`config.mk`:
```
export PLATFORM = sky130hd
export DESIGN_NAME = muldiv_hilo
export DESIGN_NICKNAME = d
export VERILOG_FILES = /design/src/rtl/muldiv_pkg.sv /design/src/rtl/div_core.sv /design/src/rtl/muldiv_hilo.sv
export SDC_FILE = /design/constraint.sdc
export NUM_CORES = 1
export LEC_CHECK = 0
export BUFFER_PORTS_ARGS = -buffer_cell sky130_fd_sc_hd__buf_2
export CAP_MARGIN = 20
export CORE_MARGIN = 1.5
export CORE_UTILIZATION = 50
export DETAILED_ROUTE_END_ITERATION = 6
export GPL_ROUTABILITY_DRIVEN = 0
export GPL_TIMING_DRIVEN = 0
export PLACE_DENSITY = 0.68
export SLEW_MARGIN = 20
export SYNTH_ARGS = -nofsm -noshare
export SYNTH_HDL_FRONTEND = slang
export SYNTH_SLANG_ARGS = --single-unit
```
`constraint.sdc`:
```
create_clock -name clk -period 9.65 [get_ports clk]
set_input_delay 2.895 -clock clk [delete_from_list [all_inputs] [get_ports clk]]
set_output_delay 2.895 -clock clk [all_outputs]
set_load 0.01 [all_outputs]
```
`src/rtl/muldiv_pkg.sv`:
```
// rtl/muldiv_pkg.sv - shared op codes, FSM encoding and width default for the HI/LO unit
package muldiv_pkg;

  localparam int MD_WIDTH = 32;

  localparam logic [2:0] MD_MULT  = 3'd0;
  localparam logic [2:0] MD_MULTU = 3'd1;
  localparam logic [2:0] MD_DIV   = 3'd2;
  localparam logic [2:0] MD_DIVU  = 3'd3;
  localparam logic [2:0] MD_MTHI  = 3'd4;
  localparam logic [2:0] MD_MTLO  = 3'd5;

  typedef enum logic [1:0] {
    ST_IDLE = 2'd0,
    ST_RUN  = 2'd1,
    ST_FIX  = 2'd2
  } md_state_t;

  // Signed variants need magnitude conversion and a sign fix at the end.
  function automatic logic md_is_signed(input logic [2:0] op);
    return (op == MD_MULT) || (op == MD_DIV);
  endfunction

endpackage

```
`src/rtl/div_core.sv`:
```
// rtl/div_core.sv - one restoring shift-subtract divide step
// Ports:
//   rem      partial remainder in
//   quo      dividend bits still to shift in (MSB first), quotient bits accumulate at LSB
//   divisor  divisor magnitude
//   rem_next partial remainder after this step
//   quo_next shifted quotient/dividend register after this step
module div_core #(
  parameter int WIDTH = 32
) (
  input  logic [WIDTH-1:0] rem,
  input  logic [WIDTH-1:0] quo,
  input  logic [WIDTH-1:0] divisor,
  output logic [WIDTH-1:0] rem_next,
  output logic [WIDTH-1:0] quo_next
);

  logic [WIDTH:0] shifted;
  logic [WIDTH:0] diff;

  always_comb begin
    shifted = {rem, quo[WIDTH-1]};
    diff    = shifted - {1'b0, divisor};
    // A borrow out of the top bit means the trial subtract went negative: restore.
    if (diff[WIDTH]) begin
      rem_next = shifted[WIDTH-1:0];
      quo_next = {quo[WIDTH-2:0], 1'b0};
    end else begin
      rem_next = diff[WIDTH-1:0];
      quo_next = {quo[WIDTH-2:0], 1'b1};
    end
  end

endmodule

```
`src/rtl/muldiv_hilo.sv`:
```
// rtl/muldiv_hilo.sv - multi-cycle multiply/divide unit owning the HI/LO registers
// Ports:
//   clk, rst      clock, synchronous active-high reset
//   start, op     request strobe and operation code (muldiv_pkg constants)
//   busA, busB    rs / rt operands
//   flush         cancel an in-flight operation
//   busy          operation in flight, HI/LO not yet valid
//   done          one-cycle pulse after HI/LO are committed
//   Hout, Lout    HI and LO register contents
// Build option: MULDIV_FAST_MULT_EN makes MULT/MULTU single-cycle using native multiply.
module muldiv_hilo
  import muldiv_pkg::*;
#(
  parameter int WIDTH = MD_WIDTH,
  parameter int ITERS = MD_WIDTH
) (
  input  logic             clk,
  input  logic             rst,
  input  logic             start,
  input  logic [2:0]       op,
  input  logic [WIDTH-1:0] busA,
  input  logic [WIDTH-1:0] busB,
  input  logic             flush,
  output logic             busy,
  output logic             done,
  output logic [WIDTH-1:0] Hout,
  output logic [WIDTH-1:0] Lout
);

  localparam int CW = $clog2(ITERS + 1);

  md_state_t          state;
  logic [CW-1:0]      cnt;
  logic [2*WIDTH-1:0] acc;      // product, or {remainder, quotient}
  logic [WIDTH-1:0]   a_mag;
  logic [WIDTH-1:0]   b_mag;
  logic               is_div;
  logic               neg_q;    // result/quotient must be negated
  logic               neg_r;    // remainder takes dividend sign
  logic [WIDTH-1:0]   hi;
  logic [WIDTH-1:0]   lo;

  logic               is_mul_op;
  logic               is_div_op;
  logic               a_neg;
  logic               b_neg;
  logic [WIDTH-1:0]   a_abs;
  logic [WIDTH-1:0]   b_abs;
  logic               accept;
  logic [WIDTH:0]     mul_sum;
  logic [WIDTH-1:0]   rem_next;
  logic [WIDTH-1:0]   quo_next;

  always_comb begin
    is_mul_op = (op == MD_MULT) || (op == MD_MULTU);
    is_div_op = (op == MD_DIV) || (op == MD_DIVU);
    a_neg     = md_is_signed(op) & busA[WIDTH-1];
    b_neg     = md_is_signed(op) & busB[WIDTH-1];
    a_abs     = a_neg ? -busA : busA;
    b_abs     = b_neg ? -busB : busB;
`ifdef MULDIV_FAST_MULT_EN
    accept    = (state == ST_IDLE) && start && !flush && is_div_op;
`else
    accept    = (state == ST_IDLE) && start && !flush && (is_mul_op || is_div_op);
`endif
    // Shift-add: add multiplicand into the upper half when the multiplier LSB is set.
    mul_sum   = {1'b0, acc[2*WIDTH-1:WIDTH]} + (acc[0] ? {1'b0, a_mag} : {(WIDTH+1){1'b0}});
  end

`ifdef MULDIV_FAST_MULT_EN
  logic [2*WIDTH-1:0] fast_prod;
  always_comb begin
    if (op == MD_MULT)
      fast_prod = $signed({{WIDTH{busA[WIDTH-1]}}, busA}) * $signed({{WIDTH{busB[WIDTH-1]}}, busB});
    else
      fast_prod = {{WIDTH{1'b0}}, busA} * {{WIDTH{1'b0}}, busB};
  end
`endif

  div_core #(.WIDTH(WIDTH)) u_div_core (
    .rem      (acc[2*WIDTH-1:WIDTH]),
    .quo      (acc[WIDTH-1:0]),
    .divisor  (b_mag),
    .rem_next (rem_next),
    .quo_next (quo_next)
  );

  always_ff @(posedge clk) begin
    if (rst) begin
      state  <= ST_IDLE;
      cnt    <= '0;
      acc    <= '0;
      a_mag  <= '0;
      b_mag  <= '0;
      is_div <= 1'b0;
      neg_q  <= 1'b0;
      neg_r  <= 1'b0;
      hi     <= '0;
      lo     <= '0;
      busy   <= 1'b0;
      done   <= 1'b0;
    end else begin
      done <= 1'b0;
      case (state)
        ST_IDLE: begin
          if (accept) begin
            state  <= ST_RUN;
            cnt    <= '0;
            busy   <= 1'b1;
            a_mag  <= a_abs;
            b_mag  <= b_abs;
            is_div <= is_div_op;
            neg_q  <= a_neg ^ b_neg;
            neg_r  <= a_neg;
            // Divide shifts the dividend out of the low half; multiply shifts the multiplier.
            acc    <= {{WIDTH{1'b0}}, is_div_op ? a_abs : b_abs};
          end else if (start && !flush) begin
            if (op == MD_MTHI) begin
              hi   <= busA;
              done <= 1'b1;
            end else if (op == MD_MTLO) begin
              lo   <= busA;
              done <= 1'b1;
            end
`ifdef MULDIV_FAST_MULT_EN
            else if (is_mul_op) begin
              hi   <= fast_prod[2*WIDTH-1:WIDTH];
              lo   <= fast_prod[WIDTH-1:0];
              done <= 1'b1;
            end
`endif
          end
        end
        ST_RUN: begin
          if (flush) begin
            state <= ST_IDLE;
            busy  <= 1'b0;
          end else begin
            if (is_div)
              acc <= {rem_next, quo_next};
            else
              acc <= {mul_sum, acc[WIDTH-1:1]};
            cnt <= cnt + 1'b1;
            if (cnt == CW'(ITERS - 1))
              state <= ST_FIX;
          end
        end
        ST_FIX: begin
          state <= ST_IDLE;
          busy  <= 1'b0;
          if (!flush) begin
            done <= 1'b1;
            if (is_div) begin
              if (b_mag == '0) begin
                // Divide by zero hands back the original dividend and an all-ones quotient.
                hi <= neg_r ? -a_mag : a_mag;
                lo <= '1;
              end else begin
                hi <= neg_r ? -acc[2*WIDTH-1:WIDTH] : acc[2*WIDTH-1:WIDTH];
                lo <= neg_q ? -acc[WIDTH-1:0] : acc[WIDTH-1:0];
              end
            end else begin
              hi <= neg_q ? -acc[2*WIDTH-1:WIDTH] - {{(WIDTH-1){1'b0}}, (acc[WIDTH-1:0] == '0) ? 1'b0 : 1'b1} + {{(WIDTH-1){1'b0}}, (acc[WIDTH-1:0] == '0) ? 1'b0 : 1'b1} - {{(WIDTH-1){1'b0}}, (acc[WIDTH-1:0] != '0)} : acc[2*WIDTH-1:WIDTH];
              lo <= neg_q ? -acc[WIDTH-1:0] : acc[WIDTH-1:0];
            end
          end
        end
        default: begin
          state <= ST_IDLE;
          busy  <= 1'b0;
        end
      endcase
    end
  end

  assign Hout = hi;
  assign Lout = lo;

endmodule

```
Word-level counts from Yosys, hierarchy flattened
Cells that the tools add are included.
Cells by class
  eq/ne operators: 18
  $lt $le $gt $ge: 0
  bitwise gates (word level): 3
  divide/modulo/power cells: 0
  multiply operators: 0
  shift-type cells: 0
  add/sub/neg operators: 11
  multiplexer cells: 46
  reduce and logical (&&, ||, !) cells: 22
Operators by type and width (number)
  32-bit two-way mux: 22
  64-bit two-way mux: 3
  32-bit negator: 5
  32-bit one-hot mux with 2 select lines: 2
  64-bit one-hot mux with 2 select lines: 1
  32-bit logical NOT: 2
  32-bit by 1-bit subtractor with 32-bit output: 2
  32-bit by 32-bit adder with 33-bit output: 1
  33-bit by 32-bit subtractor with 33-bit output: 1
  32-bit by 1-bit adder with 32-bit output: 1
  32-bit nonzero test: 1
  6-bit two-way mux: 2
  2-bit inequality test, second input constant: 6
  6-bit one-hot mux with 2 select lines: 1
  1-bit two-way mux: 9
  6-bit by 1-bit adder with 6-bit output, second input constant: 1
  3-bit by 2-bit == test with 1-bit output, second input constant: 2
  3-bit == test, second input constant: 2
  6-bit by 5-bit == test with 1-bit output, second input constant: 1
  2-bit two-way mux: 3
  2-bit by 1-bit inequality test with 1-bit output, second input constant: 3
  2-bit AND reduction: 3
  6-bit AND reduction: 1
  5-bit AND reduction: 1
  15 further kinds: 24
Storage, ports and cells
  latch bits: 0
  bits in writable memories: 0
  memory bits (read-only): 0
  output and inout port bits: 66
  memories: 0
  logic and storage cells: 112
  register bits: 205

Logic depth before layout (Yosys ltp)
Gate-level depths: netlist of run 1.
  word-level depth: 9
  mapped depth: 24
  gate-level depth less buffers: 22

By module
Synthesis of run 1 repeated with hierarchy kept, for this count alone.
Unflattened totals
  cells, all modules: 2642
  area, all modules: 19399.9 um^2
Modules (own cells, without submodules)
  muldiv_hilo: cells an instance 2306, instances 1, seq. area each 4103.9 um^2, area each 16808.6 um^2
  div_core: cells an instance 336, instances 1, seq. area each 0.0 um^2, area each 2591.2 um^2

Worst setup path after synthesis of run 1
Ideal clock, no wire load.
  kind: reg2reg
  start point: reg acc[15]
  end point: reg hi[27] (netlist: Hout[27])
  path slack: 4.176 ns
  required time: 9.520 ns
  stages on the path, launching flop included: 22
  path buffers: 1
  period minus slack after synthesis: 5.474 ns
  arrival: 5.344 ns
  cells stage by stage: dfxtp_1 > clkbuf_1 > or4_4 > nor4_2 > nand2b_1 > or4_4 > or4_1 > or4_1 > ha_1 > inv_1 > ha_1 > fa_1 > a21o_1 > nand3_1 > a211oi_1 > o21ai_0 > a21oi_2 > a211oi_1 > nor2b_1 > or4_1 > a21boi_0 > o41ai_1
On the way
  cells in the longest elaborated chain, start to end: 9
RTL lines
  start: declaration: line muldiv_hilo.sv:34  | logic [2*WIDTH-1:0] acc;
  start signal: assignment: line muldiv_hilo.sv:116  | acc <= {{WIDTH{1'b0}}, is_div_op ? a_abs : b_abs};
  start signal: assignment: line muldiv_hilo.sv:140  | acc <= {rem_next, quo_next};
  start signal: assignment: line muldiv_hilo.sv:142  | acc <= {mul_sum, acc[WIDTH-1:1]};
  32-bit logical NOT: line muldiv_hilo.sv:163  | hi <= neg_q ? -acc[2*WIDTH-1:WIDTH] - {{(WIDTH-1){1'b0}}, (acc[WIDTH-1:0] == '0) ? 1'b0 : 1'b1} + {{(WIDTH-1){ ...
  1-bit two-way mux: line muldiv_hilo.sv:163
  32-bit by 1-bit subtractor with 32-bit output: line muldiv_hilo.sv:163
  32-bit by 1-bit adder with 32-bit output: line muldiv_hilo.sv:163
  32-bit by 1-bit subtractor with 32-bit output (*): line muldiv_hilo.sv:163
  32-bit two-way mux (*): line muldiv_hilo.sv:163
  32-bit two-way mux (*): line muldiv_hilo.sv:153  | if (is_div) begin
  32-bit two-way mux (*): line muldiv_hilo.sv:151  | if (!flush) begin
  32-bit one-hot mux with 2 select lines (*): line muldiv_hilo.sv:104  | case (state)
  end signal: assignment: line muldiv_hilo.sv:156  | hi <= neg_r ? -a_mag : a_mag;
  end signal: assignment: line muldiv_hilo.sv:159  | hi <= neg_r ? -acc[2*WIDTH-1:WIDTH] : acc[2*WIDTH-1:WIDTH];
  end signal: assignment: line muldiv_hilo.sv:163
  end: declaration: line muldiv_hilo.sv:40  | logic [WIDTH-1:0] hi;
Every way passes the cells marked *; elsewhere a longest branch is shown, timed or not. The select of a mux whose other input is x is not followed.
A chain may end at the register's enable or synchronous reset.

Worst setup path after layout of run 1
  start point: reg acc[0]
  end point: reg hi[29] (netlist: Hout[29])
The elaborated chain is that of the path after synthesis.

==> results.tsv, run 1 <==
stage	metric	value	unit
power_and_ir_drop	p_clk_share	37.2	%
power_and_ir_drop	internal_power	1.77	mW
power_and_ir_drop	p_sw_share	34.7	%
cts	cts_tree	built	
cells_and_area	antennaDiodeCount	0	
yosys	synth_area_leaders	dfxtp_1 22%, xnor2_1 6.9%, ha_1 6.8%	
power_and_ir_drop	share_comb_of_total_power	28.8	%
sta	max_freq	0.139	GHz
setup_path	critPathRequiredTime	10130	ps
sta	slew_viol_final	0	
floorplan	die_area	0.0388	sq mm
setup_path	critPathTopFamily	compound AO/OA/AOI/OAI gates	
yosys	synth_cell_types	87	
cells_and_area	drive_gt1_share	8.51	%
sta	fin_crit_sh	74.3	%
route	wire_per_inst	24.2	um
cts	cts_root_buf	clkbuf_16	
sta	rsz0062_at_grt	false	
setup_path	critPathKind	register to register	
min_path	whs_path_depth	2	
setup_path	path_cells	clkbuf_1 -> inv_1 -> ha_1 -> nand2_1 -> or3_1 -> nand2b_1 -> nand2b_1 -> clkbuf_1 -> or4_1 -> or4_1 -> ha_1 -> inv_1 -> ha_1 -> fa_1 -> a21o_1 -> nand3_1 -> a211oi_1 -> o21ai_0 -> a211oi_1 -> a31o_2 -> a221oi_1 -> xnor2_1 -> a221oi_1 -> o21bai_1	
global_route	grt_pass1_vias	20200	
global_route	track_usage	39.4	%
route	final_antenna_net_count	0	
route	drt_iter0_markers	2695	
yosys	synth_top_area_cell	dfxtp_1	
run_status	outcome	completed	
cts	cts.clk_slew.worst_paths	60	ps
cells_and_area	area_growth	11.5	%
sta	fin_ws	2480	ps
floorplan	io_pins	137	
yosys	syn_area_per_cell	7.24	sq um
setup_path	cp_common_cell	ha_1	
yosys	syn_nets	2776	
setup_path	cp_num_cells	24	
setup_path	cp-startpoint	acc[0]	
power_and_ir_drop	ir_worst_vdd	0.128	mV
global_route	grt_max_degree	15	
cts	cts_buffer_depth	3	
route	drc	0	
cells_and_area	mostFrequentLayoutCells	270 x nor2_1, 269 x nand2_1, 227 x a21oi_1, 205 x dfxtp_1, 156 x clkbuf_1	
yosys	synth-edff-count	0	
setup_path	start_kind	register	
cts	numCtsBuffers	24	
yosys	yosysWarningCount	0	
global_route	overflow	0	
setup_path	reg2reg_from	acc[0]	
sta	hold_violations	0	
setup_path	worst_ep_arrival_time	7650	ps
job	cap_violations	0	
place	numPortBuffers	131	
cells_and_area	layout_commonest_cell	nor2_1	
cts	holdBufCountCts	0	
route	vias_per_cell	6.69	
sta	clock_skew	31.9	ps
cells_and_area	layout.nets	2933	
yosys	ys_ff_latch	205	
yosys	ys_async_sr_fraction	0	%
yosys	netlist_area	0.0188	sq mm
cells_and_area	fillers	3625	
setup_path	endpoint_kind	register	
place	hpwl	63400	um
setup_path	r2r.worst_path.cells	24	
min_path	holdCritStartpoint	Lout[14]	
cts	cts_resized	0	
floorplan	dieHeight	197	um
sta	setup_violations	0	
setup_path	max_stage_delay	680	ps
route	routed_wl	79400	um
cts	clk_latency	550	ps
power_and_ir_drop	p_per_area	129	mW/mm^2
yosys	synthCells	2600	
sta	slew_headroom	17.0	%
cts	ctsHtreeMaxLevel	1	
floorplan	start_util	51.1	%
place	pre_cts_slack	2740	ps
global_route	antenna_found_initial	0	
sta	fin_crit	7170	ps
sta	tightest_slew	1230	ps
sta	setup_tns	0	ps
cts	post-cts-setup-buffer-count	0	
setup_path	worst-path-buf-inv	4	
global_route	grt_pass1_wl	116000	um
yosys	synth-main-ff-cell	dfxtp_1	
power_and_ir_drop	leakagePower	8.22	nW
cts	cts_sinks	205	
route	first_pass_iters	6	
floorplan	rows	70	
power_and_ir_drop	p_seq_share	34.0	%
route	vias	21900	
setup_path	slowest_stage	or4_1	
power_and_ir_drop	switchingPower	0.943	mW
floorplan	design.core.area	0.0369	sq mm
yosys	ys_seq_area_share	21.8	%
yosys	synth_top_area_share	21.8	%
floorplan	fp.dieW	197	um
setup_path	path_max_fanout	8	
min_path	hp-class	register to register	
cell type report:
class	instances	area, sq um	area share [%]
Buffer	189	733	3.49
Tap cell	504	631	3.00
Sequential cell	205	4100	19.5
Clock inverter	16	233	1.11
Timing Repair Buffer	131	656	3.12
Inverter	108	405	1.93
Multi-Input combinational cell	2098	13600	64.8
Clock buffer	27	642	3.06
synthesized netlist by cell type, types with 9 or more instances:
cell      instances
o41ai_1          16
o21bai_1         17
xnor2_1         149
nor4_1           24
mux2i_1          39
o31ai_1          30
o221ai_1         32
ha_1            102
a21oi_1         227
clkbuf_1        156
buf_1            19
nand2_1         269
o211ai_1         39
nor2_1          270
and2_1           38
xor2_1           67
a211oi_1        101
nor2b_1          18
dfxtp_1         205
a311oi_1         31
a21o_1           42
nand2b_1         20
nand4_1          13
inv_1           108
a31oi_1          22
or3_1            36
and3_1           17
a22oi_1          19
nand3_1          41
nor3_1           87
a32oi_1           9
or4_1            18
o21a_1           16
buf_2            13
o21ai_0         143
worst min-delay path: stages, from the launching register on:
cell and delay, ps:
dfxtp_1 310, nand2_1 50, a21oi_1 50
routing by layer:
metal	global-route usage, %	wire, um	share of wire (%)
met1	48.9	30000	38
met3	9.71	9800	12
met2	61.8	33800	43
met4	23.9	5760	7.2
met5	0	0	0
worst paths after layout:
path         endpoint  slack (ps)
max          Hout[29]        2480
min          Lout[14]         450
max reg2reg  Hout[29]        2480
min reg2reg  Lout[14]         450
through the flow:
| stage | hold WS, ps | area, sq um | util, % | power, mW | cells |
|---|---|---|---|---|---|
| floorplan | 424 | 18800 | - | 1.45 | 2600 |
| global placement | 445 | 20100 | 54.6 | 1.68 | 3235 |
| detailed placement | 445 | 20100 | 54.6 | 1.69 | 3235 |
| CTS | 456 | 21000 | 56.9 | 2.68 | 3278 |
| global route | 472 | 21000 | 57.0 | 2.81 | 3278 |
| finish | 453 | 21000 | 57.0 | 2.72 | 3278 |
state kept, by name (all words and copies together) (netlist names):
name / flops
neg_r: 1
Lout: 32
neg_q: 1
done: 1
cnt: 6
is_div: 1
a_mag: 32
busy: 1
b_mag: 32
acc: 64
Hout: 32
state: 2
cell families after synthesis:
logic type	synth area share, %
compound gates	29.4
mux	3.23
flops	21.8
xor+xnor	10.0
fa+ha+maj	7.10
simple gates	22.4
buf+inv	6.05
power groups by stage:
| stage | Combinational (mW) | Clock (mW) | Sequential (mW) |
|---|---|---|---|
| after floorplan | 0.535 | 0 | 0.918 |
| after global placement | 0.738 | 0 | 0.937 |
| after detailed placement | 0.749 | 0 | 0.938 |
| after CTS | 0.754 | 1.01 | 0.919 |
| after global routing | 0.837 | 1.05 | 0.923 |
| final | 0.781 | 1.01 | 0.924 |
(Power assumes the default switching activity.)
==> inputs of run 2 (changes only) <==
--- a/config.mk
+++ b/config.mk
@@ -12,7 +12,7 @@
 export DETAILED_ROUTE_END_ITERATION = 6
 export GPL_ROUTABILITY_DRIVEN = 0
 export GPL_TIMING_DRIVEN = 0
-export PLACE_DENSITY = 0.68
+export PLACE_DENSITY = 0.71
 export SLEW_MARGIN = 20
 export SYNTH_ARGS = -nofsm -noshare
 export SYNTH_HDL_FRONTEND = slang
==> constraint.sdc (replaced) <==
create_clock -name clk -period 5.9 [get_ports clk]
set_input_delay 1.77 -clock clk [delete_from_list [all_inputs] [get_ports clk]]
set_output_delay 1.77 -clock clk [all_outputs]
set_load 0.01 [all_outputs]
==> run 2 against run 1 <==
The flow now finishes with violations (DRC). Critical path type unchanged. Combinational power grew 68%. Clock skew shrank 5.9 ps. Cell count grew 0.12%.
==> results.tsv, run 2 (synthesized netlist as in run 1, its figures left out) <==
stage	metric	value	unit	change
run_status	outcome	complete, but fails checks		was completed
run_status	violations	DRC		
floorplan	dieHeight	197	um	unchanged
floorplan	io_pins	137		unchanged
min_path	hp-class	register to register		unchanged
sta	setup_violations	0		unchanged
cells_and_area	drive_gt1_share	9.36	%	was 8.51%
sta	fin_ws	70.7	ps	was 2480 ps
cells_and_area	largest_register_ffs	64		unchanged
setup_path	r2r.worst_path.cells	19		was 24
floorplan	design.core.area	0.0369	sq mm	unchanged
sta	tightest_slew	1210	ps	was 1230 ps
power_and_ir_drop	p_per_area	206	mW/mm^2	was 129 mW/mm^2
power_and_ir_drop	leakagePower	8.26	nW	was 8.22 nW
cts	numCtsBuffers	24		unchanged
cells_and_area	regArea	0.00411	sq mm	was 0.00410 sq mm
global_route	grt_max_degree	14		was 15
route	vias	21900		about the same
floorplan	rows	70		unchanged
sta	rsz0062_at_grt	true		was false
setup_path	max_stage_delay	610	ps	was 680 ps
place	place_area	0.0201	sq mm	unchanged
global_route	track_usage	39.6	%	was 39.4%
sta	hold_violations	0		unchanged
floorplan	die_area	0.0388	sq mm	unchanged
sta	fin_crit_sh	98.8	%	was 74.3%
setup_path	worst_ep_arrival_time	6280	ps	was 7650 ps
global_route	grt_pass1_wl	118000	um	was 116,000 um
place	numPortBuffers	131		unchanged
cells_and_area	fin_util	57.2	%	was 57.0%
route	vias_per_cell	6.67		was 6.69
setup_path	path_cells	or4_4 -> nor4_4 -> nand2b_1 -> or4_4 -> or4_4 -> or4_4 -> ha_1 -> inv_1 -> ha_1 -> a21o_1 -> a21o_1 -> a21oi_2 -> o31a_1 -> o221ai_1 -> o21a_1 -> o21a_1 -> a211oi_1 -> a21oi_1 -> a211oi_1		was clkbuf_1 -> inv_1 -> ha_1 -> nand2_1 -> or3_1 -> nand2b_1 -> nand2b_1 -> clkbuf_1 -> or4_1 -> or4_1 -> ha_1 -> inv_1 -> ha_1 -> fa_1 -> a21o_1 -> nand3_1 -> a211oi_1 -> o21ai_0 -> a211oi_1 -> a31o_2 -> a221oi_1 -> xnor2_1 -> a221oi_1 -> o21bai_1
min_path	holdPathEnd	Lout[27]		was Lout[14]
cells_and_area	layout_commonest_cell	nor2_1		unchanged
route	wire_per_inst	24.2	um	about the same
sta	slew_headroom	19.1	%	was 17.0%
cts	cts_root_buf	clkbuf_16		unchanged
cts	ctsHtreeMaxLevel	1		unchanged
sta	clock_skew	26.0	ps	was 31.9 ps
setup_path	slowest_stage	a211oi_1		was or4_1
cells_and_area	layout.nets	2935		was 2,933
cts	clk_latency	560	ps	was 550 ps
setup_path	rrSetupSlack	70	ps	was 2480 ps
cells_and_area	fillers	3528		was 3,625
global_route	overflow	0		unchanged
place	hpwl	62800	um	was 63,400 um
setup_path	r2r_end	Hout[16]		was Hout[29]
job	cap_violations	0		unchanged
setup_path	start_kind	register		unchanged
route	drc	15		was 0
cells_and_area	fin_area	0.0211	sq mm	was 0.0210 sq mm
sta	setup_tns	0	ps	unchanged
sta	max_freq	0.172	GHz	was 0.139 GHz
cells_and_area	mostFrequentLayoutCells	270 x nor2_1, 269 x nand2_1, 226 x a21oi_1, 201 x dfxtp_1, 159 x clkbuf_1		was 270 x nor2_1, 269 x nand2_1, 227 x a21oi_1, 205 x dfxtp_1, 156 x clkbuf_1
cells_and_area	multiInputGateArea	0.0137	sq mm	was 0.0136 sq mm
place	pre_cts_slack	-918	ps	was 2740 ps
cts	cts.clk_slew.worst_paths	60	ps	about the same
sta	fin_crit	5830	ps	was 7170 ps
power_and_ir_drop	ir_worst_vdd	0.245	mV	was 0.128 mV
setup_path	reg2reg_from	acc[15]		was acc[0]
setup_path	critPathKind	register to register		unchanged
setup_path	endpoint_kind	register		unchanged
route	first_pass_iters	7		was 6
min_path	whs_path_depth	2		unchanged
cells_and_area	top_register	acc		unchanged
cts	holdBufCountCts	0		unchanged
route	final_antenna_net_count	0		unchanged
sta	slew_viol_final	0		unchanged
cells_and_area	area_growth	12.1	%	was 11.5%
route	drt_iter0_markers	3145		was 2,695
floorplan	start_util	51.1	%	unchanged
global_route	grt_pass1_vias	20400		was 20,200
cts	cts_sinks	205		unchanged
route	routed_wl	79400	um	about the same
setup_path	cp_common_cell	or4_4		was ha_1
setup_path	cp-startpoint	acc[15]		was acc[0]
floorplan	fp.dieW	197	um	unchanged
global_route	antenna_found_initial	1		was 0
cts	cts_buffer_depth	3		unchanged
sta	hold_slack	454	ps	was 453 ps
min_path	holdCritStartpoint	Lout[27]		was Lout[14]
setup_path	path_max_fanout	7		was 8
setup_path	critPathRequiredTime	6350	ps	was 10,130 ps
cts	cts_tree	built		unchanged
[run 2: changes by cell type in the layout (fill, tap and decap cells not counted), sizes merged]
cell,previous run,this run
clkinvlp,2,1
clkbuf,183,190
clkinv,8,5
bufinv,5,1
inv,109,108
buf,164,169
diode,0,1
[run 2: critical path: cells and delay by family (launching register included)]
kind / cells / cell delay [ps]
compound gates: 10 / 2410
fa+ha+maj: 2 / 480
buf+inv: 1 / 100
simple gates: 6 / 2360
flops: 1 / 370
[run 2: stage by stage]
stage	cells	power, mW
finish	3282	4.35
global route	3281	4.49
CTS	3280	4.26
detailed placement	3235	2.76
global placement	3235	2.73
floorplan	2600	2.38
[run 2: final cells by class]
type                       count  area share [%]
clock inverter                 7           0.451
antenna                        1          0.0119
inverter                     108            1.92
timing repair buffer         136            3.28
multi-input combinational   2098            65.0
tap                          504            2.99
clock buffer                  37            3.41
sequential                   205            19.5
buffer                       186            3.42
[run 2: how the worst max path moves through the flow]
stage	end	depth (start not counted)
5_1_grt	Hout[29]	21
2_1_floorplan	Hout[27]	21
4_1_cts	Hout[29]	21
6_report	Hout[16]	19
3_5_place_dp	Hout[29]	24
3_3_place_gp	Hout[29]	24
[run 2: layer usage]
layer,up-vias,wire length [um],global-route usage (%)
li1,9784,-,-
met1,10100,28900,48.2
met2,1583,33700,61.5
met3,443,10400,11.1
met4,2,6290,25.7
met5,-,38,0
[run 2: power breakdown]
part	total, mW	switching [mW]	internal [mW]
clock network	1.52	0.633	0.890
registers	1.52	0.0857	1.43
logic	1.31	0.827	0.487
total	4.35	1.55	2.81
[run 2: what timing repair did]
item                                    in CTS  in global routing
endpoints found under the hold margin        0                  0
endpoints found under the setup margin      25                 22
resized for setup                           17                 14
pin swaps                                    4                 12
buffers inserted                             3                  2
